[src/rtl/cmd_scheduler.sv]
// Sequences one decoded command: ALU start, result wait with timeout, one-byte UART response.
// Response leaves 3 cycles after cmd_ack at best; SEND and WAIT_TX stall on tx_busy, and cmd_valid is only sampled in IDLE.
module cmd_scheduler #(
   parameter int TIMEOUT = 16
) (
   input  logic       clk,
   input  logic       reset,
   input  logic       cmd_valid,
   input  logic [1:0] opcode,
   input  logic [2:0] operand1,
   input  logic [2:0] operand2,
   output logic       cmd_ack,
   output logic       alu_start,
   output logic [1:0] alu_opcode,
   output logic [2:0] alu_a,
   output logic [2:0] alu_b,
   input  logic       alu_done,
   input  logic [5:0] alu_result,
   output logic       tx_start,
   output logic [7:0] tx_data,
   input  logic       tx_busy,
   output logic       busy,
   output logic [7:0] cmd_count,
   output logic [7:0] err_count
);

   typedef enum logic [2:0] {IDLE, EXEC, WAIT_ALU, SEND, WAIT_TX} state_t;

   localparam logic [7:0] TIMER_LAST = 8'(TIMEOUT - 1);

   state_t     state;
   logic [7:0] timer;
   logic [1:0] status;
   logic [5:0] result;
   logic       tx_first;

   always_ff @(posedge clk) begin
      if (!reset) begin
         state      <= IDLE;
         timer      <= 8'd0;
         status     <= 2'b00;
         result     <= 6'd0;
         tx_first   <= 1'b0;
         cmd_ack    <= 1'b0;
         alu_start  <= 1'b0;
         alu_opcode <= 2'd0;
         alu_a      <= 3'd0;
         alu_b      <= 3'd0;
         tx_start   <= 1'b0;
         tx_data    <= 8'd0;
         busy       <= 1'b0;
         cmd_count  <= 8'd0;
         err_count  <= 8'd0;
      end else begin
         case (state)
            IDLE: begin
               if (cmd_valid) begin
                  alu_opcode <= opcode;
                  alu_a      <= operand1;
                  alu_b      <= operand2;
                  cmd_ack    <= 1'b1;
                  busy       <= 1'b1;
                  state      <= EXEC;
               end
            end
            EXEC: begin
               cmd_ack   <= 1'b0;
               alu_start <= 1'b1;
               timer     <= 8'd0;
               state     <= WAIT_ALU;
            end
            WAIT_ALU: begin
               alu_start <= 1'b0;
               // A done arriving on the last timer cycle still counts as success.
               if (alu_done) begin
                  result <= alu_result;
                  status <= 2'b00;
                  state  <= SEND;
               end else if (timer == TIMER_LAST) begin
                  result <= 6'd0;
                  status <= 2'b11;
                  if (err_count != 8'hFF)
                     err_count <= err_count + 8'd1;
                  state  <= SEND;
               end else begin
                  timer <= timer + 8'd1;
               end
            end
            SEND: begin
               if (!tx_busy) begin
                  tx_data  <= {status, result};
                  tx_start <= 1'b1;
                  tx_first <= 1'b1;
                  state    <= WAIT_TX;
               end
            end
            WAIT_TX: begin
               tx_start <= 1'b0;
               // The UART may not raise tx_busy until a cycle after tx_start.
               if (tx_first) begin
                  tx_first <= 1'b0;
               end else if (!tx_busy) begin
                  cmd_count <= cmd_count + 8'd1;
                  busy      <= 1'b0;
                  state     <= IDLE;
               end
            end
            default: begin
               busy  <= 1'b0;
               state <= IDLE;
            end
         endcase
      end
   end

endmodule

[config.mk]
export PLATFORM = sky130hd
export DESIGN_NAME = cmd_scheduler
export DESIGN_NICKNAME = d
export VERILOG_FILES = /design/src/rtl/cmd_scheduler.sv
export SDC_FILE = /design/constraint.sdc
export NUM_CORES = 1
export LEC_CHECK = 0
export BUFFER_PORTS_ARGS = -buffer_cell sky130_fd_sc_hd__buf_4
export CAP_MARGIN = 20
export CORE_UTILIZATION = 25
export DETAILED_ROUTE_END_ITERATION = 6
export PLACE_DENSITY = 0.44
export SYNTH_ARGS = -nofsm -noshare
export SYNTH_HDL_FRONTEND = slang
export SYNTH_SLANG_ARGS = --single-unit
[constraint.sdc]
create_clock -name clk -period 5.4 [get_ports clk]
set_input_delay 0.27 -clock clk [delete_from_list [all_inputs] [get_ports clk]]
set_output_delay 0.27 -clock clk [all_outputs]
set_load 0.02 [all_outputs]
==> metrics.csv <==
stage,metric,value,unit
routing,ant_nets,0,
routing,finalWirelength,5.613,mm
clocking,cts_tree,yes,
floorplan,initial_utilization,26.00,%
finish,mostFrequentLayoutCell,buf_4,
worst_setup_path,critPathMaxFanout,16,
floorplan,core_region_area,8806,um^2
hold_path,hold_class,primary input to flop,
placement,dp.final_hpwl,3.991,mm
timing,rsz0062_at_grt,no,
yosys,synth_top_area_cell,dfxtp_1,
yosys,netlist_area,2290,um^2
timing,hold_violations,0,
placement,placed_cells,418,
power_and_ir_drop,power.total,765.2,uW
yosys,ys_warn_count,0,
global_routing,grtUsageMet2,20.40,%
placement,gp_congestion,0.7894,
yosys,synth.avg_cell_area,8.449,um^2
routing,vias_per_cell,4.885,
yosys,synth_top_area_share,46.34,%
placement,port-buffer-count,54,
finish,n_fill_cell,930,
global_routing,antenna_found_initial,0,
clocking,worstSkewPairLatency,300,ps
worst_setup_path,cp-end-kind,flop,
timing,final_max_slew_viol_count,0,
clocking,cts_root_buffer,clkbuf_8,
global_routing,grt_pass1_wl,9.453,mm
global_routing,first_global_vias,1935,
power_and_ir_drop,ir_worst_vdd,105.8,uV
floorplan,rows,34,
routing,wl_per_cell,13.18,um
yosys,yosysUniqueCellTypes,40,
worst_setup_path,cp.arrival,2800,ps
hold_path,holdPathStages,3,
worst_setup_path,crit_family,simple AND/OR/NAND/NOR gates,
yosys,synth-seq-cells,53,
finish,stdcell_count,426,
yosys,syn_nets,293,
global_routing,met1_usage,15.43,%
timing,relSlewSlack,42.62,%
timing,setup_viol,0,
floorplan,dieArea,9545,um^2
worst_setup_path,crit_top_cell,or4_1,
yosys,yosys-top-cells-area,"dfxtp_1 (46%), a21oi_1 (7.9%), nand2_1 (6.2%), mux2i_1 (3.9%), nand3_1 (3.5%)",
power_and_ir_drop,p_leak,0.001076,uW
clocking,cts.repair.resized,0,
yosys,synth-main-ff-cell,dfxtp_1,
worst_setup_path,worstRegToRegCells,4,
outcome,status,"complete, but fails checks",
worst_setup_path,start_kind,flop,
global_routing,grtUsageMet3,3.022,%
clocking,clockBufferDepth,2,
yosys,synth-seq-area-share,46.34,%
routing,drt_iter0_drc,70,
worst_setup_path,critPathBufInv,0,
yosys,synth_async_sr_flop_share,0,%
worst_setup_path,worstSetupPathType,flop to flop,
routing,drt_pass1_iterations,7,
timing,fin_crit_sh,47.45,%
clocking,htreeDepth,2,
timing,worst_pin_slew,856.0,ps
floorplan,die_w,97.70,um
clocking,numCtsBuffers,5,
finish,final_nets,339,
finish,fin_util,32.57,%
clocking,cts_setup_buffers,0,
worst_setup_path,worstPathCellList,or3b_1 > or4_1 > or4_1 > a21oi_1,
finish,area_growth_syn_to_layout,25.25,%
worst_setup_path,slowest_delay,800,ps
worst_setup_path,crit_slowest_cell,or4_1,
run,drv_cap,0,
outcome,violations,DRC,
worst_setup_path,path_depth,4,
timing,max_freq,390.3,MHz
global_routing,grt_start_max_net_pins,34,
clocking,cts.hold.buffers_added,0,
routing,vias,2081,
power_and_ir_drop,p_per_area,266.8,nW/um^2
finish,drive_gt1_share,21.07,%
yosys,synth_edf_count,0,
timing,fin_crit,2562,ps
floorplan,ioPinCount,55,
floorplan,die_y,97.70,um
timing,fin_skew,11.52,ps
global_routing,grt_usage,12.25,%
timing,fin_tns_setup,0,ps
finish,layout_common_cells,"buf_4 (55), dfxtp_1 (53), nand2_1 (38)",
clocking,cts.sinks,53,
finish,diodes,0,
timing,whs,205.3,ps
global_routing,grt-busiest-layer,met2,
clocking,path_clk_slew,100,ps
yosys,synth_cells,271,
global_routing,grt_overflow_total,0,
worst_setup_path,cp.required,5640,ps
routing,drc,6,
## Yosys cell counts (2+ instances only)
cell        n
clkbuf_1   10
nand2b_1    3
or3_1       3
or3b_1      2
o31ai_1     3
and3_1      2
a21oi_1    36
o2111ai_1   4
buf_2       2
or4_1       9
mux2i_1     9
ha_1        3
or2_2       2
o41ai_1     3
a2111o_1    5
inv_1       8
a211o_1     2
nor2_1     18
xor2_1      2
buf_4       2
nand2_1    38
nand4_1     4
dfxtp_1    53
o21ai_0    14
nand3_1    16
nor3_1      4
## cell families after synthesis
family / after synthesis / share of synthesized area, %
and+or+nand+nor: 107 / 23.17
AOI/OAI and AO/OA: 71 / 19.18
buffers and inverters: 25 / 4.590
muxes: 9 / 3.935
xor gates and xnor gates: 3 / 1.148
DFF: 53 / 46.34
adders and majority gates: 3 / 1.640
## stage by stage
step / setup WS [ps] / area, um^2
final: 2838 / 2868
after global routing: 2625 / 2868
after CTS: 2827 / 2868
after detailed placement: 2851 / 2766
after global placement: 2902 / 2766
after floorplan: 3277 / 2290
## per-layer routing
layer,vias to the layer above,wire (um)
met5,-,0
met3,5,216
met2,40,2590
met4,0,68
li1,1068,-
met1,968,2737
## state kept, by name, indices dropped and copies added, names as in the netlist, 2 cells and up
name / flops
cmd_count: 8
err_count: 8
timer: 8
tx_data: 7
result: 6
alu_a: 3
alu_b: 3
state: 3
alu_opcode: 2
## path summary, 6_finish.rpt
kind              slack [ps]   startpoint            to
hold / removal           210  operand1[0]      alu_a[0]
setup reg to reg        2840     state[1]  err_count[7]
setup / recovery        2840     state[1]  err_count[7]
hold reg to reg          460    alu_start     alu_start
## cell type report
cell class / count / area (um^2) / area share (%)
clock buffers: 7 / 96.34 / 3.360
inverters: 9 / 33.78 / 1.178
clock inverters: 1 / 5.005 / 0.1745
flip-flops and latches: 53 / 1061 / 37.00
multi-input cells: 193 / 1124 / 39.18
well taps: 108 / 135.1 / 4.712
repair buffers: 55 / 412.9 / 14.40
## worst register-to-register path: stages, from the launching register on
cell	delay, ps
dfxtp_1	420
or3b_1	550
or4_1	800
or4_1	580
a21oi_1	150
## power breakdown
| group | switching [uW] | leakage (uW) | total [uW] | internal (uW) |
|---|---|---|---|---|
| combinational | 65.5 | 0.000593 | 105 | 39.2 |
| clock | 127 | 0.0000542 | 243 | 116 |
| sequential | 11.8 | 0.000429 | 417 | 405 |
Note: power is estimated with default switching activity, not from simulation.
